**src/rtl/l2_refill_ctrl_pkg.sv**
```systemverilog
// Shared constants for the L2 instruction-cache refill engine: geometry,
// refill FSM state codes and the beat address helper.
package l2_refill_ctrl_pkg;

  localparam int unsigned BEAT_W  = 128;
  localparam int unsigned BEATS   = 4;
  localparam int unsigned LINE_W  = BEAT_W * BEATS;
  localparam int unsigned LADDR_W = 26;
  localparam int unsigned SEL_W   = $clog2(BEATS);

  localparam logic ENABLE  = 1'b1;
  localparam logic DISABLE = 1'b0;

  // Refill FSM state codes, kept as plain constants so legacy code that
  // compares raw 3-bit state values keeps working.
  localparam logic [2:0] L2R_IDLE  = 3'd0;
  localparam logic [2:0] L2R_FETCH = 3'd1;
  localparam logic [2:0] L2R_WRITE = 3'd2;
  localparam logic [2:0] L2R_DONE  = 3'd3;
  localparam logic [2:0] L2R_HOLD  = 3'd4;

  // Byte address of one 16-byte beat inside a 64-byte line.
  function automatic logic [31:0] beat_addr(input logic [LADDR_W-1:0] line_addr,
                                            input logic [SEL_W-1:0]   idx);
    return {line_addr, idx, 4'b0000};
  endfunction

endpackage

```
**src/rtl/l2_refill_ctrl_if.sv**
```systemverilog
// Request/memory/array bundle of the refill engine. The refill engine uses
// the master view; the L2 control, memory and arrays sit on the slave view.
interface l2_refill_ctrl_if
  import l2_refill_ctrl_pkg::*;
();

  logic                  miss_req;
  logic [LADDR_W-1:0]    miss_addr;
  logic [SEL_W-1:0]      miss_offset;
  logic                  mem_req;
  logic [31:0]           mem_addr;
  logic                  mem_ack;
  logic [BEAT_W-1:0]     mem_rdata;
  logic [LINE_W-1:0]     L2_data_wd;
  logic                  L2_wr_en;
  logic                  L2_complete;
  logic                  refill_busy;

  modport master (
    input  miss_req, miss_addr, miss_offset, mem_ack, mem_rdata,
    output mem_req, mem_addr, L2_data_wd, L2_wr_en, L2_complete, refill_busy
  );

  modport slave (
    output miss_req, miss_addr, miss_offset, mem_ack, mem_rdata,
    input  mem_req, mem_addr, L2_data_wd, L2_wr_en, L2_complete, refill_busy
  );

endinterface

```
**src/rtl/l2_line_asm.sv**
```systemverilog
// Line assembly register: BEATS slots of BEAT_W bits, one slot written per
// accepted beat, presented as a flat line with slot k at bits [k*BEAT_W +: BEAT_W].
module l2_line_asm #(
  parameter int unsigned BEAT_W = 128,
  parameter int unsigned BEATS  = 4,
  parameter int unsigned SEL_W  = $clog2(BEATS)
) (
  input  logic                     clk,
  input  logic                     rst,
  input  logic                     we,
  input  logic [SEL_W-1:0]         sel,
  input  logic [BEAT_W-1:0]        wdata,
  output logic [BEAT_W*BEATS-1:0]  line
);

  logic [BEAT_W-1:0] slots [BEATS];

  // Capture one beat into its slot; contents hold until overwritten.
  // NOTE: this storage is reset because the assembled line is a visible
  // output that must read as zero after reset; a plain RAM would not be.
  always_ff @(posedge clk or posedge rst) begin
    if (rst) begin
      for (int k = 0; k < BEATS; k++) slots[k] <= '0;
    end else if (we) begin
      slots[sel] <= wdata;
    end
  end

  for (genvar k = 0; k < BEATS; k++) begin : g_flat
    assign line[k*BEAT_W +: BEAT_W] = slots[k];
  end

endmodule

```
**src/rtl/l2_refill_ctrl.sv**
```systemverilog
// L2 instruction-cache refill engine: fetches a 64-byte line as four 128-bit
// beats, critical beat first, assembles it, then strobes the L2 arrays and
// signals completion. The request must drop before another refill starts.
module l2_refill_ctrl
  import l2_refill_ctrl_pkg::*;
(
  input  logic              clk,
  input  logic              rst,
  l2_refill_ctrl_if.master  bus
);

  logic [2:0]         state;
  logic [LADDR_W-1:0] line_addr;
  logic [SEL_W-1:0]   beat_idx;
  logic [SEL_W-1:0]   cnt;
  logic               beat_take;

  // A beat is accepted only while requesting; stray acks elsewhere are dropped.
  assign beat_take = (state == L2R_FETCH) && bus.mem_ack;

  // Refill sequencing, latched request and beat counters.
  // NOTE: state uses non-blocking assignments so every register samples the
  // pre-edge values; blocking here would let cnt/beat_idx race each other.
  always_ff @(posedge clk or posedge rst) begin
    if (rst) begin
      state     <= L2R_IDLE;
      line_addr <= '0;
      beat_idx  <= '0;
      cnt       <= '0;
    end else begin
      case (state)
        L2R_IDLE: begin
          if (bus.miss_req) begin
            line_addr <= bus.miss_addr;
            beat_idx  <= bus.miss_offset;
            cnt       <= '0;
            state     <= L2R_FETCH;
          end
        end
        L2R_FETCH: begin
          if (bus.mem_ack) begin
            beat_idx <= beat_idx + 1'b1;
            cnt      <= cnt + 1'b1;
            if (cnt == SEL_W'(BEATS - 1)) state <= L2R_WRITE;
          end
        end
        L2R_WRITE: state <= L2R_DONE;
        L2R_DONE:  state <= L2R_HOLD;
        L2R_HOLD:  if (!bus.miss_req) state <= L2R_IDLE;
        default:   state <= L2R_IDLE;
      endcase
    end
  end

  // Outputs decode directly from state, so a reset clears them immediately.
  assign bus.mem_req     = (state == L2R_FETCH) ? ENABLE : DISABLE;
  assign bus.mem_addr    = (state == L2R_FETCH) ? beat_addr(line_addr, beat_idx) : '0;
  assign bus.L2_wr_en    = (state == L2R_WRITE) ? ENABLE : DISABLE;
  assign bus.L2_complete = (state == L2R_DONE)  ? ENABLE : DISABLE;
  assign bus.refill_busy = (state != L2R_IDLE)  ? ENABLE : DISABLE;

  l2_line_asm #(
    .BEAT_W (BEAT_W),
    .BEATS  (BEATS),
    .SEL_W  (SEL_W)
  ) u_line_asm (
    .clk   (clk),
    .rst   (rst),
    .we    (beat_take),
    .sel   (beat_idx),
    .wdata (bus.mem_rdata),
    .line  (bus.L2_data_wd)
  );

endmodule

```
**src/flat_wrapper.sv**
```systemverilog
// flat-port wrapper written by rule: the top's interface ports become plain ports
module l2_refill_ctrl_flat import l2_refill_ctrl_pkg::*;
  (clk, rst, bus_miss_req, bus_miss_addr, bus_miss_offset, bus_mem_ack, bus_mem_rdata, bus_mem_req, bus_mem_addr, bus_L2_data_wd, bus_L2_wr_en, bus_L2_complete, bus_refill_busy);
  l2_refill_ctrl_if bus_i ();
  input  logic clk;
  input  logic rst;
  input wire logic [$bits(bus_i.miss_req)-1:0] bus_miss_req;
  input wire logic [$bits(bus_i.miss_addr)-1:0] bus_miss_addr;
  input wire logic [$bits(bus_i.miss_offset)-1:0] bus_miss_offset;
  input wire logic [$bits(bus_i.mem_ack)-1:0] bus_mem_ack;
  input wire logic [$bits(bus_i.mem_rdata)-1:0] bus_mem_rdata;
  output wire logic [$bits(bus_i.mem_req)-1:0] bus_mem_req;
  output wire logic [$bits(bus_i.mem_addr)-1:0] bus_mem_addr;
  output wire logic [$bits(bus_i.L2_data_wd)-1:0] bus_L2_data_wd;
  output wire logic [$bits(bus_i.L2_wr_en)-1:0] bus_L2_wr_en;
  output wire logic [$bits(bus_i.L2_complete)-1:0] bus_L2_complete;
  output wire logic [$bits(bus_i.refill_busy)-1:0] bus_refill_busy;
  assign bus_i.miss_req = bus_miss_req;
  assign bus_i.miss_addr = bus_miss_addr;
  assign bus_i.miss_offset = bus_miss_offset;
  assign bus_i.mem_ack = bus_mem_ack;
  assign bus_i.mem_rdata = bus_mem_rdata;
  assign bus_mem_req = bus_i.mem_req;
  assign bus_mem_addr = bus_i.mem_addr;
  assign bus_L2_data_wd = bus_i.L2_data_wd;
  assign bus_L2_wr_en = bus_i.L2_wr_en;
  assign bus_L2_complete = bus_i.L2_complete;
  assign bus_refill_busy = bus_i.refill_busy;
  l2_refill_ctrl u_core (.clk(clk), .rst(rst), .bus(bus_i));
endmodule
```
**config.mk**
```make
export PLATFORM = sky130hd
export DESIGN_NAME = l2_refill_ctrl_flat
export DESIGN_NICKNAME = d
export VERILOG_FILES = /design/src/rtl/l2_refill_ctrl_pkg.sv /design/src/rtl/l2_refill_ctrl_if.sv /design/src/rtl/l2_line_asm.sv /design/src/rtl/l2_refill_ctrl.sv /design/src/flat_wrapper.sv
export SDC_FILE = /design/constraint.sdc
export NUM_CORES = 1
export LEC_CHECK = 0
export BUFFER_PORTS_ARGS = -buffer_cell sky130_fd_sc_hd__buf_2
export CAP_MARGIN = 20
export CELL_PAD_IN_SITES_DETAIL_PLACEMENT = 2
export CELL_PAD_IN_SITES_GLOBAL_PLACEMENT = 2
export CORE_AREA = 2 2 273 275
export DETAILED_ROUTE_END_ITERATION = 8
export DIE_AREA = 0 0 275 277
export PLACE_DENSITY = 0.76
export SLEW_MARGIN = 20
export SYNTH_ARGS = -nofsm -noshare
export SYNTH_HDL_FRONTEND = slang
export SYNTH_HIERARCHICAL = 1
export SYNTH_SLANG_ARGS = --single-unit
```
**constraint.sdc**
```tcl
create_clock -name clk -period 20 [get_ports clk]
set_input_delay 2 -clock clk [delete_from_list [all_inputs] [get_ports clk]]
set_output_delay 2 -clock clk [all_outputs]
set_load 0.03 [all_outputs]
```
After elaboration in Yosys (flattened, before gate mapping)
Index checks and enable logic that the tools add are counted.
{"block": "totals", "out_inout_bits": 548, "input_bits": 160, "regBits": 545}
{"block": "op_classes", "n_bitwise": 1, "eq_ne": 9, "mux": 19, "n_reduce_logical": 8, "n_lt_le_gt_ge": 2, "add_sub_neg": 2}
{"op": "$bwmux 512", "count": 1}
{"op": "$demux 128 s2", "count": 1}
{"op": "$mux 128", "count": 1}
{"op": "$mux 32", "count": 1}
{"op": "$pmux 3 s5", "count": 1}
{"op": "$mux 3", "count": 4}
{"op": "$mux 2", "count": 4}
{"op": "$ne 2x2->1 const B", "count": 4}
{"op": "$pmux 2 s2", "count": 2}
{"op": "$eq 3x2->1 const B", "count": 2}
{"op": "$add 2x1->2 const B", "count": 2}
{"op": "$mux 1", "count": 4}
{"op": "$reduce_and 4->1", "count": 1}
{"op": "$eq 3x1->1 const B", "count": 1}
{"op": "$eq 3x3->1 const B", "count": 1}
{"op": "$ge 3x3->1 const B", "count": 1}
{"op": "$logic_not 3->1", "count": 1}
{"op": "$lt 3x1->1 const B", "count": 1}
{"op": "$not 2->3", "count": 1}
{"op": "$reduce_and 3->1", "count": 1}
{"op": "$reduce_bool 3->1", "count": 1}
{"op": "$eq 2x2->1 const B", "count": 1}
{"op": "$logic_and 1x1->1", "count": 2}
{"op": "$reduce_and 2->1", "count": 1}
{"op": "$reduce_bool 2->1", "count": 1}

Depth between registers and ports, before layout
Gate-level depths: netlist of the first run.
{"block": "depth", "depth_word": 6, "mapped_depth": 7, "ltp_nobuf": 4}

Hierarchy
Netlist of the first run, hierarchy kept.
{"mod": "l2_line_asm", "area_each_um2": 19027.0, "n_inst": 1, "cells_per_inst": 1085, "seq_area_each_um2": 12812.3}
{"mod": "l2_refill_ctrl", "area_each_um2": 1676.6, "n_inst": 1, "cells_per_inst": 186, "seq_area_each_um2": 825.8}

Least setup slack after synthesis of the first run
OpenSTA, ideal clock, no wires.
{"block": "synth_timing", "path_type": "flip-flop to output port", "start": "reg u_core.state[1]", "end": "out bus_mem_addr[22]", "arrival_ns": 1.608, "stages_incl_launch_ff": 5, "n_path_buf": 2, "path_slack_ns": 16.392, "cell_sequence": "dfrtp_1 buf_6 nor3b_2 clkbuf_1 and2_1"}
{"block": "synth_via", "elab_chain_cells": 2}
{"element": "from (decl)", "line_no": "l2_refill_ctrl.sv:12", "source": "logic [2:0] state;"}
{"element": "from (signal assigned)", "line_no": "l2_refill_ctrl.sv:26", "source": "state <= L2R_IDLE;"}
{"element": "from (signal assigned)", "line_no": "l2_refill_ctrl.sv:37", "source": "state <= L2R_FETCH;"}
{"element": "from (signal assigned)", "line_no": "l2_refill_ctrl.sv:44", "source": "if (cnt == SEL_W'(BEATS - 1)) state <= L2R_WRITE;"}
{"element": "$eq 3x1->1", "line_no": "l2_refill_ctrl.sv:57", "source": "assign bus.mem_addr = (state == L2R_FETCH) ? beat_addr(line_addr, beat_idx) : '0;"}
{"element": "$mux 32", "line_no": "l2_refill_ctrl.sv:57"}
{"element": "to (decl)", "line_no": "flat_wrapper.sv:13", "source": "output wire logic [$bits(bus_i.mem_addr)-1:0] bus_mem_addr;"}
No other way between the ends.

Worst setup path after layout of the first run
{"block": "layout_timing", "start": "reg u_core.state[0]", "end": "out bus_mem_addr[8]"}
The elaborated chain is that of the path after synthesis.

==> results.py, run 1 <==
metrics = {
    "run_status": {
        "outcome": "finished clean",
    },
    "sta": {
        "maxSlewViolCount": 0,
        "maxSlewHeadroom": 0.283,
        "tns_ns": 0,
        "rsz0062_at_grt": "false",
        "worst_clock_skew_ns": 0.0238,
        "worst-slew-pin-transition_ns": 1.07,
        "layout_min_cycle_time_ns": 4.39,
        "max_freq_mhz": 228,
        "finalSetupViolCount": 0,
        "fin_ws_ns": 15.61,
        "period_share": 0.219,
        "hold_violations": 0,
    },
    "yosys": {
        "ys.flop_type": "dfrtp_1",
        "ys_ff_latch": 545,
        "synth.area.top_cells": "dfrtp_1, mux2_2, nand2_1",
        "async_flop_share": 1.00,
        "ys_types": 34,
        "syn_avg_cell_area_um2": 16.3,
        "ys_warn_count": 6,
        "yosysSeqAreaShare": 0.659,
        "synth_top_area_share": 0.659,
        "yosysMostFrequentCell": "dfrtp_1",
        "synth_edf_count": 0,
        "synth_area_um2": 20700,
        "yosys-top-cells-count": "dfrtp_1, mux2_2, nand2_1, buf_4, and2_1",
        "syn_inst": 1271,
        "synth_top_cell_by_area": "dfrtp_1",
    },
    "power": {
        "p_comb_frac": 0.477,
        "pwr_density_cell_nw_per_um2": 220,
        "p_int_mw": 3.30,
        "clockPowerShare": 0.190,
        "p_seq_frac": 0.332,
        "ir_worst_vdd_v": 0.0000975,
        "leakagePower_nw": 13.1,
        "swShare": 0.447,
        "p_switching_mw": 2.67,
    },
    "global_route": {
        "grt_max_degree": 172,
        "antenna_found_initial": 8,
        "grt_usage": 0.175,
        "grt_pass1_wl_mm": 102,
        "grt_pass1_vias": 15600,
        "grt_overflow": 0,
    },
    "route": {
        "routed_wl_mm": 67.6,
        "first_pass_iters": 4,
        "met2WireLength_mm": 36.7,
        "vias": 13500,
        "routed.top_layer": "met5",
        "wl_per_cell_um": 22.5,
        "drc_errors": 0,
        "wl_met3_mm": 4.08,
        "vias_per_cell": 4.49,
        "ant_nets": 0,
        "drt_iter0_markers": 459,
        "wl_met1_mm": 24.1,
    },
    "floorplan": {
        "die_h_um": 277,
        "rows": 100,
        "die_area_um2": 76200,
        "die_w_um": 275,
        "initial_core_util": 0.281,
        "coreArea_um2": 73600,
        "pin_count": 708,
    },
    "clocking": {
        "clkLatencyLatePin_ns": 0.62,
        "cts_buffer_depth": 3,
        "cts_max_level": 2,
        "ctsResizeCount": 0,
        "clockRootBuffer": "clkbuf_16",
        "path_clk_slew_ns": 0.06,
        "cts_tree": "done",
        "numCtsBuffers": 61,
        "ctsHoldBuffers": 0,
        "postCtsSetupRepairBufs": 0,
        "cts_sinks": 545,
    },
    "finish": {
        "nets": 2147,
        "final.fill_count": 7546,
        "area_growth_pct": 31.0,
        "multi_input_area_um2": 6540,
        "seqCellArea_um2": 13600,
        "drive_gt1_frac": 0.659,
        "layoutNonFillerInstCount": 3005,
    },
    "critical_path": {
        "start_kind": "register",
        "worstPathRequired_ns": 18.00,
        "cp-end-kind": "output pin",
        "regToRegSetupSlack_ns": 16.51,
        "path_class": "reg -> out",
        "cp_max_fo": 27,
        "arrival_ns": 2.39,
    },
    "placed_design": {
        "place_inst": 2892,
        "dp_hpwl_mm": 47.9,
        "io_buffer_count": 703,
        "gp_congestion": 0.816,
        "dp_slack_ns": 15.02,
    },
    "worst_hold_path": {
        "hold_class": "reg -> reg",
    },
    "job": {
        "maxCapViolCount": 0,
    },
}
==> flip-flops by register name (all words and copies together), names as in the netlist <==
| register | cells |
|---|---|
| u_core/u_line_asm/line | 512 |
| u_core/line_addr | 26 |
| u_core/state | 3 |
| u_core/beat_idx | 2 |
| u_core/cnt | 2 |
==> per-layer routing <==
metal / GRT usage / up-vias
li1: - / 5846
met1: 0.189 / 7062
met2: 0.322 / 445
met3: 0.0413 / 141
met4: 0.0761 / 4
met5: 0 / -
==> critical path: stages, from the launching register on <==
cell	delay (ns)
dfrtp_1	0.55
nor3b_2	0.46
buf_4	0.35
and2_1	0.20
buf_2	0.22
==> cell families after synthesis <==
kind of cell,Yosys count,synth area share
buf+inv,75,0.0268
fa+ha+maj,1,0.000604
xor+xnor,1,0.000423
other cells,1,0.000181
simple gates,126,0.0302
mux,513,0.279
compound gates,9,0.00411
flops,545,0.659
==> stage by stage <==
| stage | power, mW | cell area [µm²] | hold slack [ns] | util |
|---|---|---|---|---|
| after floorplan | 3.88 | 20700 | 0.437 | - |
| after global placement | 4.73 | 25100 | 0.450 | 0.341 |
| after detailed placement | 4.86 | 25100 | 0.459 | 0.341 |
| after CTS | 6.05 | 27100 | 0.476 | 0.368 |
| after global routing | 6.26 | 27100 | 0.504 | 0.369 |
| final | 5.96 | 27100 | 0.474 | 0.369 |
==> area by class of cell <==
class / count / area share
diodes: 6 / 0.000554
clock buffers: 84 / 0.0639
clock inverters: 23 / 0.0107
inverters: 4 / 0.000831
multi-input cells: 654 / 0.241
flip-flops and latches: 545 / 0.503
well taps: 969 / 0.0447
repair buffers: 720 / 0.135
==> worst paths after layout <==
path / start / to / cells after the start
worst min register to register: u_core/line_addr[10]$_DFFE_PP0P_ / u_core/line_addr[10]$_DFFE_PP0P_ / 2
worst max register to register: u_core/state[1]$_DFFE_PP0P_ / u_core/u_line_asm/line[86]$_DFFE_PP0P_ / 5
worst max-delay path: u_core/state[0]$_DFFE_PP0P_ / bus_mem_addr[8] / 4
worst min-delay path: u_core/line_addr[10]$_DFFE_PP0P_ / u_core/line_addr[10]$_DFFE_PP0P_ / 2
max in group asynchronous: rst / u_core/u_line_asm/line[463]$_DFFE_PP0P_ / 4
min in group asynchronous: rst / u_core/line_addr[22]$_DFFE_PP0P_ / 3
==> power by group through the flow <==
| stage | logic, mW | registers, mW | clock network (mW) |
|---|---|---|---|
| 5_1_grt | 2.98 | 2.06 | 1.22 |
| 3_3_place_gp | 2.79 | 1.94 | 0 |
| 4_1_cts | 2.89 | 1.99 | 1.17 |
| 3_5_place_dp | 2.86 | 1.99 | 0 |
| 2_1_floorplan | 0.881 | 3.00 | 0 |
| 6_report | 2.85 | 1.98 | 1.14 |
==> cells in the final DEF (no fill, tap or decap), types with 2 or more instances in the layout <==
| master | n |
|---|---|
| nand3b_1 | 2 |
| clkinv_2 | 13 |
| buf_4 | 15 |
| inv_1 | 3 |
| bufinv_16 | 6 |
| nor2_1 | 4 |
| buf_2 | 703 |
| and2_1 | 28 |
| clkbuf_1 | 11 |
| conb_1 | 4 |
| mux2_2 | 512 |
| diode_2 | 6 |
| dfrtp_1 | 545 |
| clkbuf_8 | 12 |
| clkbuf_16 | 61 |
| nand2_1 | 80 |
Power figures use the tool's default switching activity.
==> run 2, diff against run 1 <==
==> constraint.sdc (replaced) <==
create_clock -name clk -period 4.55 [get_ports clk]
set_input_delay 0.455 -clock clk [delete_from_list [all_inputs] [get_ports clk]]
set_output_delay 0.455 -clock clk [all_outputs]
set_load 0.03 [all_outputs]
==> run 2 against run 1 <==
Compared with the run above:
- first-iteration DRC count down 15%
- clock skew up 0.0055 ns
- total power rose to 4.5 times the previous value
- largest cell class unchanged
- flip-flop and latch count unchanged
- worst setup slack worse by 14 ns
- worst hold slack worse by 0.42 ns
- non-clock buffer count up 7
- critical path depth unchanged
- wire length up 4.4%
==> results.py, run 2 (synthesis results as in run 1) <==
metrics = {
    "sta": {
        "tns_ns": 0,
        "max_freq_mhz": 349,
        "finalSetupViolCount": 0,
        "hold_violations": 0,
        "layout_min_cycle_time_ns": 2.86,
        "period_share": 0.630,
        "worst_clock_skew_ns": 0.0293,
        "rsz0062_at_grt": "false",
        "fin_ws_ns": 1.69,
        "maxSlewHeadroom": 0.407,
        "worst-slew-pin-transition_ns": 0.889,
        "maxSlewViolCount": 0,
    },
    "floorplan": {
        "coreArea_um2": 73600,
        "pin_count": 708,
        "initial_core_util": 0.281,
        "rows": 100,
        "die_w_um": 275,
        "die_h_um": 277,
        "die_area_um2": 76200,
    },
    "global_route": {
        "antenna_found_initial": 11,
        "grt_overflow": 0,
        "grt_max_degree": 150,
        "grt_pass1_vias": 15600,
        "grt_usage": 0.180,
        "grt_pass1_wl_mm": 104,
    },
    "worst_hold_path": {
        "hold_path_end": "u_core/line_addr[20]$_DFFE_PP0P_",
        "hold_depth": 3,
        "hp-start": "bus_miss_addr[20]",
        "hold_class": "in -> reg",
    },
    "critical_path": {
        "slowest_stage": "dfrtp_1",
        "startpoint": "u_core/state[0]$_DFFE_PP0P_",
        "r2r_end": "u_core/u_line_asm/line[501]$_DFFE_PP0P_",
        "crit_chain": "nor3b_2 > buf_4 > and2_1 > buf_2",
        "max_stage_delay_ns": 0.54,
        "cp_max_fo": 24,
        "regToRegSetupSlack_ns": 1.98,
        "path_class": "reg -> out",
        "cp-end-kind": "output pin",
        "r2r_start": "u_core/state[1]$_DFFE_PP0P_",
        "start_kind": "register",
        "worstPathRequired_ns": 4.09,
        "arrival_ns": 2.41,
        "worst-r2r-cell-count": 5,
    },
    "finish": {
        "largest_register_ffs": 512,
        "layoutNonFillerInstCount": 3018,
        "drive_gt1_frac": 0.661,
        "nets": 2152,
        "layout_common_cells": "buf_2, dfrtp_1, mux2_2",
        "layout_commonest_cell": "buf_2",
        "fin_util": 0.373,
        "area_growth_pct": 32.4,
    },
    "route": {
        "vias": 13600,
        "drt_iter0_markers": 390,
        "drc_errors": 0,
        "routed_wl_mm": 70.6,
        "ant_nets": 0,
        "vias_per_cell": 4.50,
        "wl_per_cell_um": 23.4,
        "first_pass_iters": 4,
    },
    "clocking": {
        "cts_buffer_depth": 3,
        "ctsResizeCount": 0,
        "clockRootBuffer": "clkbuf_16",
        "cts_max_level": 2,
        "cts_tree": "done",
        "clkLatencyLatePin_ns": 0.62,
        "numCtsBuffers": 59,
        "cts_sinks": 545,
        "path_clk_slew_ns": 0.06,
    },
    "placed_design": {
        "io_buffer_count": 703,
        "gp_congestion": 0.813,
        "dp_slack_ns": 2.08,
        "place_inst": 2898,
        "dp_hpwl_mm": 49.1,
    },
    "power": {
        "ir_worst_vdd_v": 0.000518,
        "pwr_density_cell_nw_per_um2": 973,
        "leakagePower_nw": 13.3,
    },
    "job": {
        "maxCapViolCount": 0,
    },
    "run_status": {
        "outcome": "finished clean",
    },
}
-- run 2: cell count changes in the layout (fill, tap and decap cells not counted), sizes merged --
cell         delta
diode           +4
clkbuf          +2
inv             -1
clkinv          -4
bufinv          +5
dlygate4sd3     +1
buf             +6
-- run 2: where the power goes --
group | switching (mW) | internal (mW)
Combinational | 8.41 | 4.21
Sequential | 1.42 | 7.33
Clock | 2.03 | 3.28
Total | 11.9 | 14.8
-- run 2: worst max-delay path, delay by kind of cell, from the launching register on --
family / cells / cell delay (ns)
flip-flops: 1 / 0.54
buffers and inverters: 2 / 0.55
AND/OR/NAND/NOR: 2 / 0.72
-- run 2: layer usage --
| layer | GRT usage | share of wire | vias up |
|---|---|---|---|
| met3 | 0.0393 | 0.057 | 158 |
| li1 | - | - | 5870 |
| met1 | 0.193 | 0.36 | 7056 |
| met4 | 0.0919 | 0.049 | 2 |
| met2 | 0.329 | 0.53 | 485 |
| met5 | 0 | 0.00018 | - |
-- run 2: stage by stage --
| stage | total power, mW | cell area [µm²] | hold WS [ns] |
|---|---|---|---|
| final | 26.7 | 27400 | 0.0524 |
| after global routing | 27.9 | 27400 | 0.0125 |
| after CTS | 27.0 | 27400 | 0.000480 |
| after detailed placement | 21.4 | 25200 | 0.465 |
| after global placement | 20.8 | 25200 | 0.450 |
| after floorplan | 17.0 | 20700 | 0.437 |
-- run 2: area by class of cell --
cell class | count | area (µm²)
clock buffer | 86 | 1750
clock inverter | 23 | 420
inverter | 4 | 18.8
timing repair buffer | 727 | 3810
sequential | 545 | 13600
fill | 7549 | 46200
tap | 969 | 1210
multi-input combinational | 654 | 6540
antenna | 10 | 25.0
-- run 2: worst max-delay path by stage --
stage	to	slack (ns)	cells after the start
4_1_cts	bus_mem_addr[31]	1.57	4
3_5_place_dp	u_core/u_line_asm/line[483]$_DFFE_PP0P_	2.08	5
2_1_floorplan	u_core/u_line_asm/line[0]$_DFFE_PP0P_	-2.86	1
3_3_place_gp	u_core/u_line_asm/line[484]$_DFFE_PP0P_	2.15	6
6_report	bus_mem_addr[20]	1.69	4
5_1_grt	bus_mem_addr[25]	1.44	4
-- run 2: timing repair --
item | 4_1_cts | 5_1_grt
buffers inserted | 0 | 0
hold buffers | 1 | 0
endpoints found under the hold margin | 45 | 0
